`src/rtl/flt_rdarb_pkg.sv`:
```
// Shared types and constants for the filter AXI read-port arbiter.
package flt_rdarb_pkg;
  typedef enum logic [1:0] {IDLE = 2'd0, ADDR = 2'd1, DATA = 2'd2} state_t;

  localparam logic GNT_S0 = 1'b0;
  localparam logic GNT_S1 = 1'b1;
  localparam int   BEAT_W = 9;
endpackage

```
`src/rtl/flt_rdarb_rrsel.sv`:
```
// Combinational 2-way round-robin pick; ptr names the requester favoured on a tie.
module flt_rdarb_rrsel
  import flt_rdarb_pkg::*;
(
  input  logic [1:0] req,
  input  logic       ptr,
  output logic       vld,
  output logic       sel
);
  always_comb begin
    vld = |req;
    sel = GNT_S0;
    if (&req)        sel = ptr;
    else if (req[1]) sel = GNT_S1;
  end
endmodule

```
`src/rtl/flt_rdarb.sv`:
```
// Two-requester burst arbiter for the filter's single AXI read port.
module flt_rdarb
  import flt_rdarb_pkg::*;
#(
  parameter int ADDR_WIDTH = 32,
  parameter int DATA_WIDTH = 32
) (
  input  logic                  CLK,
  input  logic                  ARST,
  input  logic                  RSTS,
  input  logic [ADDR_WIDTH-1:0] S0_ARADDR,
  input  logic [7:0]            S0_ARLEN,
  input  logic                  S0_ARVALID,
  output logic                  S0_ARREADY,
  output logic [DATA_WIDTH-1:0] S0_RDATA,
  output logic                  S0_RLAST,
  output logic                  S0_RVALID,
  input  logic                  S0_RREADY,
  input  logic [ADDR_WIDTH-1:0] S1_ARADDR,
  input  logic [7:0]            S1_ARLEN,
  input  logic                  S1_ARVALID,
  output logic                  S1_ARREADY,
  output logic [DATA_WIDTH-1:0] S1_RDATA,
  output logic                  S1_RLAST,
  output logic                  S1_RVALID,
  input  logic                  S1_RREADY,
  output logic [ADDR_WIDTH-1:0] ARADDR,
  output logic [7:0]            ARLEN,
  output logic                  ARVALID,
  input  logic                  ARREADY,
  input  logic [DATA_WIDTH-1:0] RDATA,
  input  logic                  RLAST,
  input  logic                  RVALID,
  output logic                  RREADY,
  output logic                  GNT,
  output logic                  BUSY,
  output logic                  PROTERR
);
  state_t            state;
  logic              gnt, ptr, proterr;
  logic [7:0]        len_q;
  logic [BEAT_W-1:0] cnt, cnt_nx, len_beats;
  logic              pick_vld, pick_sel;
  logic              in_addr, in_data, d0, d1;

  flt_rdarb_rrsel u_rrsel (
    .req ({S1_ARVALID, S0_ARVALID}),
    .ptr (ptr),
    .vld (pick_vld),
    .sel (pick_sel)
  );

  assign in_addr   = (state == ADDR);
  assign in_data   = (state == DATA);
  assign d0        = in_data & (gnt == GNT_S0);
  assign d1        = in_data & (gnt == GNT_S1);
  assign cnt_nx    = cnt + BEAT_W'(1);
  assign len_beats = {1'b0, len_q} + BEAT_W'(1);

  // Address and beats are pure pass-through muxes; only the phase is registered.
  assign ARVALID    = in_addr;
  assign ARADDR     = in_addr ? (gnt ? S1_ARADDR : S0_ARADDR) : '0;
  assign ARLEN      = in_addr ? (gnt ? S1_ARLEN  : S0_ARLEN)  : '0;
  assign S0_ARREADY = in_addr & (gnt == GNT_S0) & ARREADY;
  assign S1_ARREADY = in_addr & (gnt == GNT_S1) & ARREADY;

  assign RREADY    = (d0 & S0_RREADY) | (d1 & S1_RREADY);
  assign S0_RVALID = d0 & RVALID;
  assign S0_RLAST  = d0 & RLAST;
  assign S0_RDATA  = d0 ? RDATA : '0;
  assign S1_RVALID = d1 & RVALID;
  assign S1_RLAST  = d1 & RLAST;
  assign S1_RDATA  = d1 ? RDATA : '0;

  assign GNT     = gnt;
  assign BUSY    = (state != IDLE);
  assign PROTERR = proterr;

  always_ff @(posedge CLK or posedge ARST) begin
    if (ARST) begin
      state   <= IDLE;
      gnt     <= GNT_S0;
      ptr     <= GNT_S0;
      proterr <= 1'b0;
      len_q   <= '0;
      cnt     <= '0;
    end else begin
      case (state)
        IDLE: begin
          // Soft reset only lands between bursts so no AXI transfer is abandoned.
          if (RSTS) begin
            proterr <= 1'b0;
            ptr     <= GNT_S0;
          end else if (pick_vld) begin
            gnt   <= pick_sel;
            len_q <= pick_sel ? S1_ARLEN : S0_ARLEN;
            state <= ADDR;
          end
        end
        ADDR: begin
          if (ARREADY) begin
            state <= DATA;
            cnt   <= '0;
          end
        end
        DATA: begin
          if (RVALID && RREADY) begin
            cnt <= cnt_nx;
            if (RLAST) begin
              state <= IDLE;
              ptr   <= ~gnt;
              if (cnt_nx != len_beats) proterr <= 1'b1;
            end else if (cnt_nx == len_beats) begin
              proterr <= 1'b1;
            end
          end
        end
        default: state <= IDLE;
      endcase
    end
  end
endmodule

```
`config.mk`:
```
export PLATFORM = sky130hd
export DESIGN_NAME = flt_rdarb
export DESIGN_NICKNAME = d
export VERILOG_FILES = /design/src/rtl/flt_rdarb_pkg.sv /design/src/rtl/flt_rdarb_rrsel.sv /design/src/rtl/flt_rdarb.sv
export SDC_FILE = /design/constraint.sdc
export NUM_CORES = 1
export LEC_CHECK = 0
export BUFFER_PORTS_ARGS = -buffer_cell sky130_fd_sc_hd__buf_2
export CORE_AREA = 2 2 107 78
export CTS_CLUSTER_DIAMETER = 120
export DETAILED_ROUTE_END_ITERATION = 16
export DIE_AREA = 0 0 109 80
export PLACE_DENSITY = 0.74
export RECOVER_POWER = 100
export SLEW_MARGIN = 5
export SYNTH_ARGS = -nofsm -noshare
export SYNTH_HDL_FRONTEND = slang
export SYNTH_SLANG_ARGS = --single-unit
```
`constraint.sdc`:
```
create_clock -name CLK -period 2.7 [get_ports CLK]
set_clock_uncertainty 0.15 [all_clocks]
set_input_delay 0.135 -clock CLK [delete_from_list [all_inputs] [get_ports CLK]]
set_output_delay 0.135 -clock CLK [all_outputs]
set_load 0.005 [all_outputs]
```
Word level (Yosys, flattened, before mapping). Cells that the tools add are included.

$add $sub $neg: 2. Equality and inequality tests: 12. Multiplexer cells: 27. Bitwise gates (word level): 15. Reduce and logical (&&, ||, !) cells: 12.

Operator list (number): $mux 32 (4); $mux 8 (3); $mux 9 (2); $pmux 9 s2 (1); $and 1x1->1 (12); $mux 2 (5); $ne 2x2->1 const B (5); $reduce_and 5->1 (2); $add 8x1->9 const B (1); $add 9x1->9 const B (1); $eq 9x9->1 (1); $mux 1 (9); $ne 9x9->1 (1); $ne 3x2->1 const B (2); $pmux 2 s3 (1); $reduce_and 3->1 (2); $reduce_bool 2->1 (3); $pmux 1 s2 (2); $reduce_and 4->1 (1); $eq 2x1->1 const B (1); $eq 2x2->1 const B (1); $logic_not 2->1 (1); $ne 2x1->1 const B (1); $not 1->1 (2); other kinds (4) (4).

Register bits after elaboration: 22. Input port bits: 122. Output and inout port bits: 115. Logic and storage cells: 74.

Depth between registers and ports, before layout.
Depth after elaboration: 7. Gate-level depth with buffers: 8. Mapped depth without buffers: 7.

Modules after synthesis. Synthesis repeated with hierarchy kept, for this count alone.

Cell total of the unflattened synthesis: 326. Area, all modules: 2458.6 um2.

By module, submodules not included: flt_rdarb (times used 1, cells each 323, area each 2441.1 um2, sequential area each 550.5 um2); flt_rdarb_rrsel (times used 1, cells each 3, area each 17.5 um2, sequential area each 0.0 um2).

Worst setup path after synthesis. Ideal clock, no wire load.

Path kind: register -> register. From: reg cnt[0]. To: reg proterr, in the netlist PROTERR. Library setup time: 80 ps. Data arrival time: 1686 ps. Required time: 2470 ps. Setup slack: 784 ps. Stages on the path, launching flop included: 7. Buffers on the path: 0. Period minus slack after synthesis: 1916 ps. Cell sequence: dfrtp_1 -> ha_1 -> and3b_2 -> nor4_2 -> o2111ai_2 -> o21a_1 -> nor3_2.

Longest elaborated chain between the ends: 4. Elaborated cells between the ends (all ways): 6. Classes of those cells: 1 x add/sub; 4 x eq/ne; 1 x reduce/logical.

Ends and longest elaborated chain: start: declaration (line flt_rdarb.sv:42) `logic [BEAT_W-1:0] cnt, cnt_nx, len_beats;`; start signal: assignment (line flt_rdarb.sv:108) `cnt <= cnt_nx;`; $add 9x1->9 * (line flt_rdarb.sv:57) `assign cnt_nx = cnt + BEAT_W'(1);`; $ne 9x9->1 / $eq 9x9->1 (equally long branches) (line flt_rdarb.sv:112, flt_rdarb.sv:113); $ne 3x2->1 (no source line); $reduce_and 5->1 (no source line) *; end signal: assignment (line flt_rdarb.sv:84) `proterr <= 1'b0;`; end signal: assignment (line flt_rdarb.sv:112) `if (cnt_nx != len_beats) proterr <= 1'b1;`; end signal: assignment (line flt_rdarb.sv:114) `proterr <= 1'b1;`; end: declaration (line flt_rdarb.sv:40) `logic gnt, ptr, proterr;`.

Every way passes the cells marked *; elsewhere a longest branch is shown, timed or not. A chain may end at the register's enable or synchronous reset.

Final worst setup path.
From: reg state[1]. To: out S1_RDATA[2].

Longest elaborated chain between the ends: 3.

Ends and longest elaborated chain: start: declaration (line flt_rdarb.sv:39) `state_t state;`; start signal: assignment (line flt_rdarb.sv:81) `state <= IDLE;`; start signal: assignment (line flt_rdarb.sv:97) `state <= ADDR;`; start signal: assignment (line flt_rdarb.sv:102) `state <= DATA;`; $eq 2x2->1 (line flt_rdarb.sv:54) `assign in_data = (state == DATA);`; $and 1x1->1 (line flt_rdarb.sv:56) `assign d1 = in_data & (gnt == GNT_S1);`; $mux 32 (line flt_rdarb.sv:73) `assign S1_RDATA = d1 ? RDATA : '0;`; end: declaration (line flt_rdarb.sv:23) `output logic [DATA_WIDTH-1:0] S1_RDATA,`.

Every way passes these cells.

==> results.yml <==
power:
  seqPwrFrac_pct: 22.0
  comb_power_share_pct: 70.6
  swShare_pct: 48.9
  clockPowerShare_pct: 7.5
  power_w: 0.00280
  p_leak_nw: 2.11
  intPower_w: 0.00143
  p_switching_w: 0.00137
  powerDensity_mw_per_mm2: 755
  irDropWorstVdd_mv: 0.536
floorplanning:
  die_w_um: 109
  die_y_um: 80
  rows: 27
  fp.dieArea_mm2: 0.00872
  initial_utilization_pct: 32.5
  coreArea_mm2: 0.00767
  io_pins: 237
logic_synthesis:
  synth-edff-count: 0
  yosys_most_used_dff: "dfrtp_1"
  yosys_register_bits: 22
  synthCells: 329
  synthTopCellsByArea: "dfrtp_1, mux2i_1, and3_1"
  ys_types: 36
  synth-async-reset-ratio_pct: 100
  ys_seq_area_share_pct: 22.1
  syn_avg_cell_area_um2: 7.56
  synth_warnings: 0
  synth_largest_area_cell: "dfrtp_1"
  yosysTopAreaCellShare_pct: 22.1
  synth_nets: 453
  syn_area_mm2: 0.00249
global_routing:
  grt_pass1_wl_um: 14100
  grt_pass1_vias: 2933
  gr-usage-all-layers_pct: 20.3
  grt_overflow: 0
  grt_max_degree: 76
  grt_antenna_before_repair: 0
sta:
  slew_headroom_pct: 35.9
  grt_setup_unrepaired: "no"
  worst_hold_slack_ns: 0.0437
  period_minus_slack_ns: 2.35
  finalHoldViolations: 0
  maxSlewViolCount: 0
  worstMarginPinSlew_ns: 0.962
  fin_setup_tns_ns: 0
  setup_viol: 0
  fmax_mhz: 426
  fin_crit_sh_pct: 86.9
clocking:
  cts_buffer_depth: 2
  cts_setup_buffers: 0
  cts_tree: "built"
  cts_buffers: 3
  clock_sinks: 22
  cts-root-buf: "clkbuf_8"
  clkTransAtPathRegs_ns: 0.08
  worstSkewPairLatency_ns: 0.26
  h-tree-depth: 1
place:
  place_congestion: 0.838
  place.detailed.hpwl_um: 8140
  placed_area_mm2: 0.00375
  port_buffers: 236
  dpl.cell_count: 646
layout:
  fin_area_mm2: 0.00370
  antennaDiodeCount: 0
  layout-drive-gt1-share_pct: 32.1
  finalNonFillerCells: 652
  multi_input_area_mm2: 0.00180
  num-fill-cells: 794
  register_area_um2: 554
  final_nets: 676
  area_delta_synth_final_pct: 48.7
drt:
  drt_iter0_drc: 181
  vias: 3270
  finalWirelength_um: 9870
  drc_errors: 0
  antenna_left: 0
  drt-vias-per-instance: 5.02
  first_pass_iters: 4
  wl_per_cell_um: 15.1
setup_path:
  crit_arrival_ns: 2.06
  critPathSlowestCell: "nor2b_1"
  crit_path_end_kind: "primary output"
  crit_path_start_kind: "flop"
  crit_buf_inv: 2
  cp_max_fo: 23
  path_cells: "nor2b_1 -> clkbuf_2 -> and3_1 -> buf_2"
  cp_top_family: "simple AND/OR/NAND/NOR gates"
  crit_required_ns: 2.41
  crit_path_max_incr_delay_ns: 0.60
  path_class: "reg -> out"
job:
  drv_cap: 0
run_status:
  status: "complete, no violations"
worst_hold_path:
  hold_path.class: "in -> reg"
## metrics by stage
step	utilization, %	setup WS (ns)
3_3_place_gp	49.0	0.695
3_5_place_dp	49.0	0.555
5_1_grt	48.3	0.191
6_report	48.3	0.353
4_1_cts	49.8	0.446
2_1_floorplan	-	0.784
## cells in the mapped netlist (all sizes together), types with 4 or more instances
library cell,count
mux2i,51
dfrtp,22
xor2,5
and3,70
xnor2,8
nor3,5
clkbuf,23
buf,4
o21ai,14
nand3,11
nor2,61
inv,6
a21oi,9
nand2,11
## power by group through the flow
stage                     Clock, W  Sequential, W  Combinational [W]
final                     0.000209       0.000614            0.00197
after global routing      0.000227       0.000639            0.00220
after CTS                 0.000217       0.000615            0.00205
after detailed placement         0       0.000621            0.00204
after global placement           0       0.000612            0.00198
after floorplan                  0       0.000564            0.00139
## tightest hold or removal path: stages
cell and delay (ns):
buf_2 0.09, mux2i_1 0.06, a21oi_1 0.13
## cell usage in the layout, fill, tap and decap left out, drive strengths merged, types with 2 or more instances in the layout
cell type	instances
buf	157
clkbuf	90
and3	70
nor2	61
mux2i	51
dfrtp	22
o21ai	14
nand2	11
nand3	11
a21oi	9
xnor2	8
inv	6
xor2	5
nor3	5
o31ai	3
nand4	3
nand2b	2
and4	2
xnor3	2
o21a	2
ha	2
dlygate4sd3	2
## state kept, by name (all words and copies together) (netlist names)
signal / cells
len_q: 8
cnt: 9
state: 2
PROTERR: 1
GNT: 1
ptr: 1
## final cells by class
class / count / area share (%)
Sequential cell: 22 / 15.0
Clock buffer: 4 / 1.22
Timing Repair Buffer: 245 / 31.0
Multi-Input combinational cell: 274 / 48.7
Inverter: 6 / 0.609
Tap cell: 101 / 3.41
## cells by family after synthesis
logic type / after synthesis / synth area share [%]
AOI/OAI and AO/OA: 33 / 8.04
xor gates and xnor gates: 15 / 6.39
adders and majority gates: 2 / 1.01
buffers and inverters: 33 / 5.13
DFF: 22 / 22.1
muxes: 52 / 21.0
and+or+nand+nor: 172 / 36.4
## final timing paths
path / slack, ns / startpoint / end / cells after the start
max in group asynchronous: 1.34 / ARST / GNT$_DFFE_PP0P_ / 3
worst min register to register: 0.37 / cnt[8]$_DFFE_PP0P_ / cnt[8]$_DFFE_PP0P_ / 1
min in group asynchronous: 0.45 / ARST / GNT$_DFFE_PP0P_ / 3
worst max-delay path: 0.35 / state[1]$_DFFE_PP0P_ / S1_RDATA[2] / 4
worst max register to register: 0.44 / cnt[0]$_DFFE_PP0P_ / PROTERR$_DFFE_PP0P_ / 6
worst min-delay path: 0.04 / S1_ARLEN[7] / len_q[7]$_DFFE_PP0P_ / 3
## layer usage
metal  global-route usage [%]  wire (um)  vias up
met1                     25.2       3990     1520
met5                        0          0        -
met4                     3.97         87        0
met3                     3.43        694        8
met2                     36.8       5100      136
li1                         -          -     1606
## what timing repair did
item                      CTS  global route
resized for setup           0             0
hold buffers                2             0
hold endpoints to repair   23             0
No activity file was read; power rests on OpenSTA's default activity.
